`src/rtl/psram_pkg.sv`:
```
// Shared types for the QSPI PSRAM APB path.
//   state_e     : bridge sequencer states
//   sel_e       : which engine owns the pads
//   pad_t       : one engine's pad bundle {sck, ce_n, dout, douten}
//   strb_decode : APB byte strobes -> {legal, start offset, byte count}
package psram_pkg;

  typedef enum logic [2:0] {
    ST_IDLE, ST_RD_GO, ST_RD_WAIT, ST_WR_GO, ST_WR_WAIT, ST_RESP, ST_DRAIN
  } state_e;

  typedef enum logic [1:0] {SEL_NONE, SEL_RD, SEL_WR} sel_e;

  // Quad I/O opcodes shared with the reader/writer engines.
  localparam logic [7:0] CMD_QREAD  = 8'hEB;
  localparam logic [7:0] CMD_QWRITE = 8'h38;

  typedef struct packed {
    logic       sck;
    logic       ce_n;
    logic [3:0] dout;
    logic       douten;
  } pad_t;

  localparam pad_t PAD_IDLE = '{sck: 1'b0, ce_n: 1'b1, dout: 4'h0, douten: 1'b0};

  typedef struct packed {
    logic       legal;
    logic [1:0] offset;
    logic [2:0] size;
  } strb_info_t;

  // Only a single contiguous run of strobes maps onto one engine burst.
  function automatic strb_info_t strb_decode(input logic [3:0] strb);
    strb_info_t r;
    r = '0;
    case (strb)
      4'b0001: r = {1'b1, 2'd0, 3'd1};
      4'b0010: r = {1'b1, 2'd1, 3'd1};
      4'b0100: r = {1'b1, 2'd2, 3'd1};
      4'b1000: r = {1'b1, 2'd3, 3'd1};
      4'b0011: r = {1'b1, 2'd0, 3'd2};
      4'b0110: r = {1'b1, 2'd1, 3'd2};
      4'b1100: r = {1'b1, 2'd2, 3'd2};
      4'b0111: r = {1'b1, 2'd0, 3'd3};
      4'b1110: r = {1'b1, 2'd1, 3'd3};
      4'b1111: r = {1'b1, 2'd0, 3'd4};
      default: r = '0;
    endcase
    return r;
  endfunction

endpackage

```
`src/rtl/psram_pad_mux.sv`:
```
// Combinational pad selector: routes the owning engine's pads to the QSPI
// pins, or parks them idle (sck=0, ce_n=1, no drive) when nobody owns them.
//   sel    : current owner
//   rd_pad : reader pad outputs
//   wr_pad : writer pad outputs
//   pad    : pin-side pad bundle
module psram_pad_mux
  import psram_pkg::*;
(
  input  sel_e sel,
  input  pad_t rd_pad,
  input  pad_t wr_pad,
  output pad_t pad
);

  always_comb begin
    pad = PAD_IDLE;
    case (sel)
      SEL_RD:  pad = rd_pad;
      SEL_WR:  pad = wr_pad;
      default: pad = PAD_IDLE;
    endcase
  end

endmodule

```
`src/rtl/psram_apb_bridge.sv`:
```
// APB slave front end for the QSPI PSRAM reader (EBh) and writer (38h).
// Turns one APB access into one engine command, waits for the engine, then
// answers with pready for one cycle and drains the engine before accepting
// the next access.
//   APB     : psel/penable/pwrite/paddr/pwdata/pstrb in; prdata/pready/pslverr out
//   engines : rd_req/wr_req pulses, eng_addr/eng_size/eng_line command,
//             rd_done/rd_line and wr_done back
//   pads    : rd_* and wr_* pad bundles in, muxed sck/ce_n/dout/douten out
module psram_apb_bridge
  import psram_pkg::*;
#(
  parameter int ADDR_W = 24,
  parameter int SIZE_W = 3
) (
  input  logic              clk,
  input  logic              rst_n,
  input  logic              psel,
  input  logic              penable,
  input  logic              pwrite,
  input  logic [31:0]       paddr,
  input  logic [31:0]       pwdata,
  input  logic [3:0]        pstrb,
  output logic [31:0]       prdata,
  output logic              pready,
  output logic              pslverr,
  output logic              rd_req,
  input  logic              rd_done,
  input  logic [31:0]       rd_line,
  output logic              wr_req,
  input  logic              wr_done,
  output logic [ADDR_W-1:0] eng_addr,
  output logic [SIZE_W-1:0] eng_size,
  output logic [31:0]       eng_line,
  input  logic              rd_sck,
  input  logic              rd_ce_n,
  input  logic [3:0]        rd_dout,
  input  logic              rd_douten,
  input  logic              wr_sck,
  input  logic              wr_ce_n,
  input  logic [3:0]        wr_dout,
  input  logic              wr_douten,
  output logic              sck,
  output logic              ce_n,
  output logic [3:0]        dout,
  output logic              douten
);

  state_e     state_q, state_d;
  sel_e       sel_q;
  strb_info_t si;
  pad_t       rd_pad, wr_pad, pad;
  logic       ld_rd, ld_wr, ld_err, cap_rd, clr;
  logic       sel_done;

  // Byte lanes come from pstrb, so the low address bits and anything above
  // the PSRAM window carry no information here.
  logic unused_bits;
  assign unused_bits = ^{paddr[31:ADDR_W], paddr[1:0]};

  assign si       = strb_decode(pstrb);
  assign rd_pad   = {rd_sck, rd_ce_n, rd_dout, rd_douten};
  assign wr_pad   = {wr_sck, wr_ce_n, wr_dout, wr_douten};
  assign sel_done = (sel_q == SEL_RD) ? rd_done :
                    (sel_q == SEL_WR) ? wr_done : 1'b0;

  psram_pad_mux u_pad_mux (
    .sel    (sel_q),
    .rd_pad (rd_pad),
    .wr_pad (wr_pad),
    .pad    (pad)
  );

  assign sck    = pad.sck;
  assign ce_n   = pad.ce_n;
  assign dout   = pad.dout;
  assign douten = pad.douten;

  assign pready = (state_q == ST_RESP);
  assign rd_req = (state_q == ST_RD_GO);
  assign wr_req = (state_q == ST_WR_GO);

  always_ff @(posedge clk or negedge rst_n) begin
    if (!rst_n) state_q <= ST_IDLE;
    else        state_q <= state_d;
  end

  always_comb begin
    state_d = state_q;
    ld_rd   = 1'b0;
    ld_wr   = 1'b0;
    ld_err  = 1'b0;
    cap_rd  = 1'b0;
    clr     = 1'b0;
    case (state_q)
      ST_IDLE: begin
        if (psel && penable && !pready) begin
          if (!pwrite) begin
            ld_rd   = 1'b1;
            state_d = ST_RD_GO;
          end else if (si.legal) begin
            ld_wr   = 1'b1;
            state_d = ST_WR_GO;
          end else begin
            ld_err  = 1'b1;
            state_d = ST_RESP;
          end
        end
      end
      ST_RD_GO:   state_d = ST_RD_WAIT;
      ST_WR_GO:   state_d = ST_WR_WAIT;
      ST_RD_WAIT: if (rd_done) begin
                    cap_rd  = 1'b1;
                    state_d = ST_RESP;
                  end
      ST_WR_WAIT: if (wr_done) state_d = ST_RESP;
      ST_RESP:    state_d = ST_DRAIN;
      // Engines may hold done for several cycles; restarting before it drops
      // would let the stale done complete the next command early.
      ST_DRAIN:   if (!sel_done && pad.ce_n) begin
                    clr     = 1'b1;
                    state_d = ST_IDLE;
                  end
      default:    state_d = ST_IDLE;
    endcase
  end

  always_ff @(posedge clk or negedge rst_n) begin
    if (!rst_n) begin
      sel_q    <= SEL_NONE;
      prdata   <= '0;
      pslverr  <= 1'b0;
      eng_addr <= '0;
      eng_size <= '0;
      eng_line <= '0;
    end else begin
      if (ld_rd) begin
        sel_q    <= SEL_RD;
        eng_addr <= {paddr[ADDR_W-1:2], 2'b00};
        eng_size <= SIZE_W'(4);
      end
      if (ld_wr) begin
        sel_q    <= SEL_WR;
        eng_addr <= {paddr[ADDR_W-1:2], si.offset};
        eng_size <= SIZE_W'(si.size);
        eng_line <= pwdata >> {si.offset, 3'b000};
      end
      if (ld_err) pslverr <= 1'b1;
      if (cap_rd) prdata  <= rd_line;
      if (clr) begin
        sel_q   <= SEL_NONE;
        pslverr <= 1'b0;
      end
    end
  end

endmodule

```
`config.mk`:
```
export PLATFORM = sky130hd
export DESIGN_NAME = psram_apb_bridge
export DESIGN_NICKNAME = d
export VERILOG_FILES = /design/src/rtl/psram_pkg.sv /design/src/rtl/psram_pad_mux.sv /design/src/rtl/psram_apb_bridge.sv
export SDC_FILE = /design/constraint.sdc
export NUM_CORES = 1
export LEC_CHECK = 0
export ABC_CLOCK_PERIOD_IN_PS = 2770
export CAP_MARGIN = 5
export CORE_ASPECT_RATIO = 0.75
export CORE_MARGIN = 1.5
export CORE_UTILIZATION = 28
export CTS_CLUSTER_DIAMETER = 200
export DETAILED_ROUTE_END_ITERATION = 7
export GPL_TIMING_DRIVEN = 1
export PLACE_DENSITY = 0.59
export SLEW_MARGIN = 20
export SYNTH_ARGS = -nofsm -noshare
export SYNTH_HDL_FRONTEND = slang
export SYNTH_HIERARCHICAL = 1
export SYNTH_SLANG_ARGS = --single-unit
```
`constraint.sdc`:
```
create_clock -name clk -period 2.77 [get_ports clk]
set_clock_uncertainty 0.1 [all_clocks]
set_input_delay 0.554 -clock clk [delete_from_list [all_inputs] [get_ports clk]]
set_output_delay 0.554 -clock clk [all_outputs]
set_load 0.1 [all_outputs]
```
==> flow_summary_export.csv <==
group,metric,value,unit
run_status,status,"finished, final reports clean",
min_path,min_path_type,"input pin to async pin",
drt,drc,0,
timing,slew_violations,0,
worst_setup_path,cp.arrival,1.87,ns
final_layout,antennaDiodeCount,0,
logic_synthesis,syn-instance-count,356,
worst_setup_path,critical_path_class,"flip-flop to primary output",
worst_setup_path,reg2reg_to,"state_q[2]",
drt,wl_met1,6.48,mm
timing,setup_viol,0,
timing,rsz0062_at_grt,"no",
drt,dr.first_iter.drc_count,183,
floorplan,die_h,115,um
worst_setup_path,endpoint_kind,"primary output",
drt,route.met3.wl,790,um
logic_synthesis,synthTopCellsByCount,"dfrtp_1, mux2_2, inv_1, mux2i_1, nor2_1",
logic_synthesis,seq_area_frac_synth,52.0,%
timing,slew_headroom,53.5,%
drt,final_antenna_net_count,0,
clock_network,hold_buffers,0,
clock_network,htreeDepth,3,
floorplan,die_w,152,um
placement,gp_congestion,0.803,
timing,hold_viol,0,
floorplan,core,16200,um^2
clock_network,cts.sinks,97,
timing,tightest_slew,0.694,ns
grt,grt_pass1_wl,22.1,mm
drt,post_drt_wl_per_cell,17.4,um
floorplan,dieArea,17500,um^2
clock_network,cts_root_buf,"clkbuf_16",
floorplan,start_util,28.9,%
drt,vias_per_cell,4.78,
timing,min_period,2.52,ns
worst_setup_path,path_max_fanout,7,
placement,dp_hpwl,10.6,mm
final_layout,design_area,7420,um^2
worst_setup_path,r2r_start,"sel_q[0]",
floorplan,io_pins,223,
logic_synthesis,synth-warning-count,6,
final_layout,syn_to_final_growth,58.9,%
floorplan,num_rows,40,
logic_synthesis,avgSynthCellArea,13.1,um^2
drt,routed.top_layer,"met4",
clock_network,clock_latency,0.35,ns
logic_synthesis,synth_top_area_share,52.0,%
placement,portBuffers,212,
timing,post-route-period-util,91.0,%
worst_setup_path,cp.required,2.12,ns
grt,grtUsageTotal,16.1,%
grt,antenna_found_initial,0,
logic_synthesis,synth_top_area_cell,"dfrtp_1",
grt,grt_pass1_vias,4114,
clock_network,numCtsBuffers,9,
flow_run,max-cap-violations,0,
logic_synthesis,synthMostInstantiatedCell,"dfrtp_1",
logic_synthesis,synth_seq_cells,97,
final_layout,drive_above_1_share,39.2,%
clock_network,cts_buffer_depth,2,
clock_network,cts_resized,0,
placement,dpl-instance-area,7080,um^2
logic_synthesis,ys.flop_type,"dfrtp_1",
final_layout,utilization,45.9,%
logic_synthesis,synth_area,4670,um^2
logic_synthesis,synth_cell_types,53,
drt,first_pass_iters,4,
worst_setup_path,r2r_slack,0.31,ns
worst_setup_path,cp-start-kind,"flip-flop",
timing,whs,0.128,ns
grt,overflow,0,
logic_synthesis,synth_edf_count,0,
worst_setup_path,r2r_cells,7,
clock_network,cts_tree,"built",
clock_network,clk_pin_slew_worst_paths,0.07,ns
logic_synthesis,synthTopCellsByArea,"dfrtp_1, mux2_2, mux2i_1",
clock_network,post_cts_buffers,0,
drt,finalWirelength,13.9,mm
grt,grt_max_degree,51,
drt,wl_met2,6.50,mm
logic_synthesis,async_reset_ff_share,100,%
timing,fmax,0.397,GHz
final_layout,final_nets,713,
drt,vias,3822,
logic_synthesis,synth_nets,485,
final cells by class:
type                            instances  area (um^2)
Timing Repair Buffer                  238         2220
Clock buffer                           11          253
Fill cell                            1469         8750
Clock inverter                          5         85.1
Inverter                               18         67.6
Tap cell                              210          263
Multi-Input combinational cell        220         2100
Sequential cell                        97         2430
cells by family after synthesis:
logic type,Yosys count,share of synthesized area (%)
adders and majority gates,8,2.14
muxes,97,25.2
DFF,97,52.0
and+or+nand+nor,49,5.81
AOI/OAI and AO/OA,66,10.9
buffers and inverters,39,4.02
worst max-delay path, cell delays in order (launching register included):
cell	delay, ns
dfrtp_1	0.44
inv_1	0.07
ha_1	0.40
a221o_1	0.40
buf_12	0.21
placed cells by master (no fill, tap or decap), types with 2 or more instances in the layout:
| cell | synthesis | layout |
|---|---|---|
| o221ai_1 | 8 | 8 |
| o22ai_1 | 4 | 4 |
| ha_1 | 8 | 8 |
| buf_12 | 0 | 13 |
| mux2i_1 | 17 | 17 |
| o211ai_1 | 3 | 3 |
| o31ai_1 | 9 | 9 |
| mux2_2 | 71 | 71 |
| o21a_1 | 2 | 2 |
| clkdlybuf4s50_1 | 0 | 109 |
| buf_4 | 4 | 116 |
| mux4_1 | 3 | 3 |
| o2bb2ai_1 | 8 | 8 |
| dfrtp_1 | 97 | 97 |
| nand2_1 | 5 | 5 |
| nor3_1 | 6 | 5 |
| and3_1 | 9 | 9 |
| a21oi_1 | 4 | 4 |
| mux4_2 | 5 | 5 |
| inv_1 | 18 | 18 |
| bufinv_16 | 0 | 2 |
| nor2b_1 | 2 | 2 |
| nor2_1 | 14 | 14 |
| a211o_1 | 2 | 2 |
| inv_6 | 0 | 2 |
| clkbuf_16 | 0 | 9 |
| a22oi_1 | 7 | 7 |
| o21ai_2 | 1 | 2 |
| o21ai_0 | 6 | 5 |
| clkbuf_8 | 0 | 2 |
worst max path at each step:
| stage | start | end | slack, ns | cells after the start |
|---|---|---|---|---|
| 2_1_floorplan | sel_q[0] | dout[0] | 0.04 | 3 |
| 3_3_place_gp | pstrb[0] | eng_line[2] | 0.003 | 7 |
| 3_5_place_dp | pstrb[0] | eng_line[0] | -0.05 | 7 |
| 4_1_cts | sel_q[0] | ce_n | 0.23 | 4 |
| 5_1_grt | sel_q[0] | ce_n | 0.13 | 4 |
| 6_report | sel_q[0] | ce_n | 0.25 | 4 |
registers in the layout, summed over array words and instances, names as in the netlist:
register  count
eng_line     32
prdata       32
eng_addr     24
eng_size      3
state_q       3
sel_q         2
pslverr       1
per-stage QoR:
stage                     setup TNS (ns)  cells  setup slack [ns]
final                                  0    799             0.249
after global placement                 0    783           0.00337
after CTS                              0    799             0.229
after floorplan                        0    356            0.0392
after global routing                   0    799             0.128
after detailed placement          -0.198    783           -0.0523
layer usage:
metal / track usage [%] / up-vias
li1: - / 1788
met1: 21.6 / 1905
met2: 25.5 / 117
met3: 5.16 / 12
met4: 3.69 / 0
met5: 0 / -
Power is left out: the tool's default activity adds up to more than one toggle a clock period on the data nets, which glitch-free logic cannot reach.
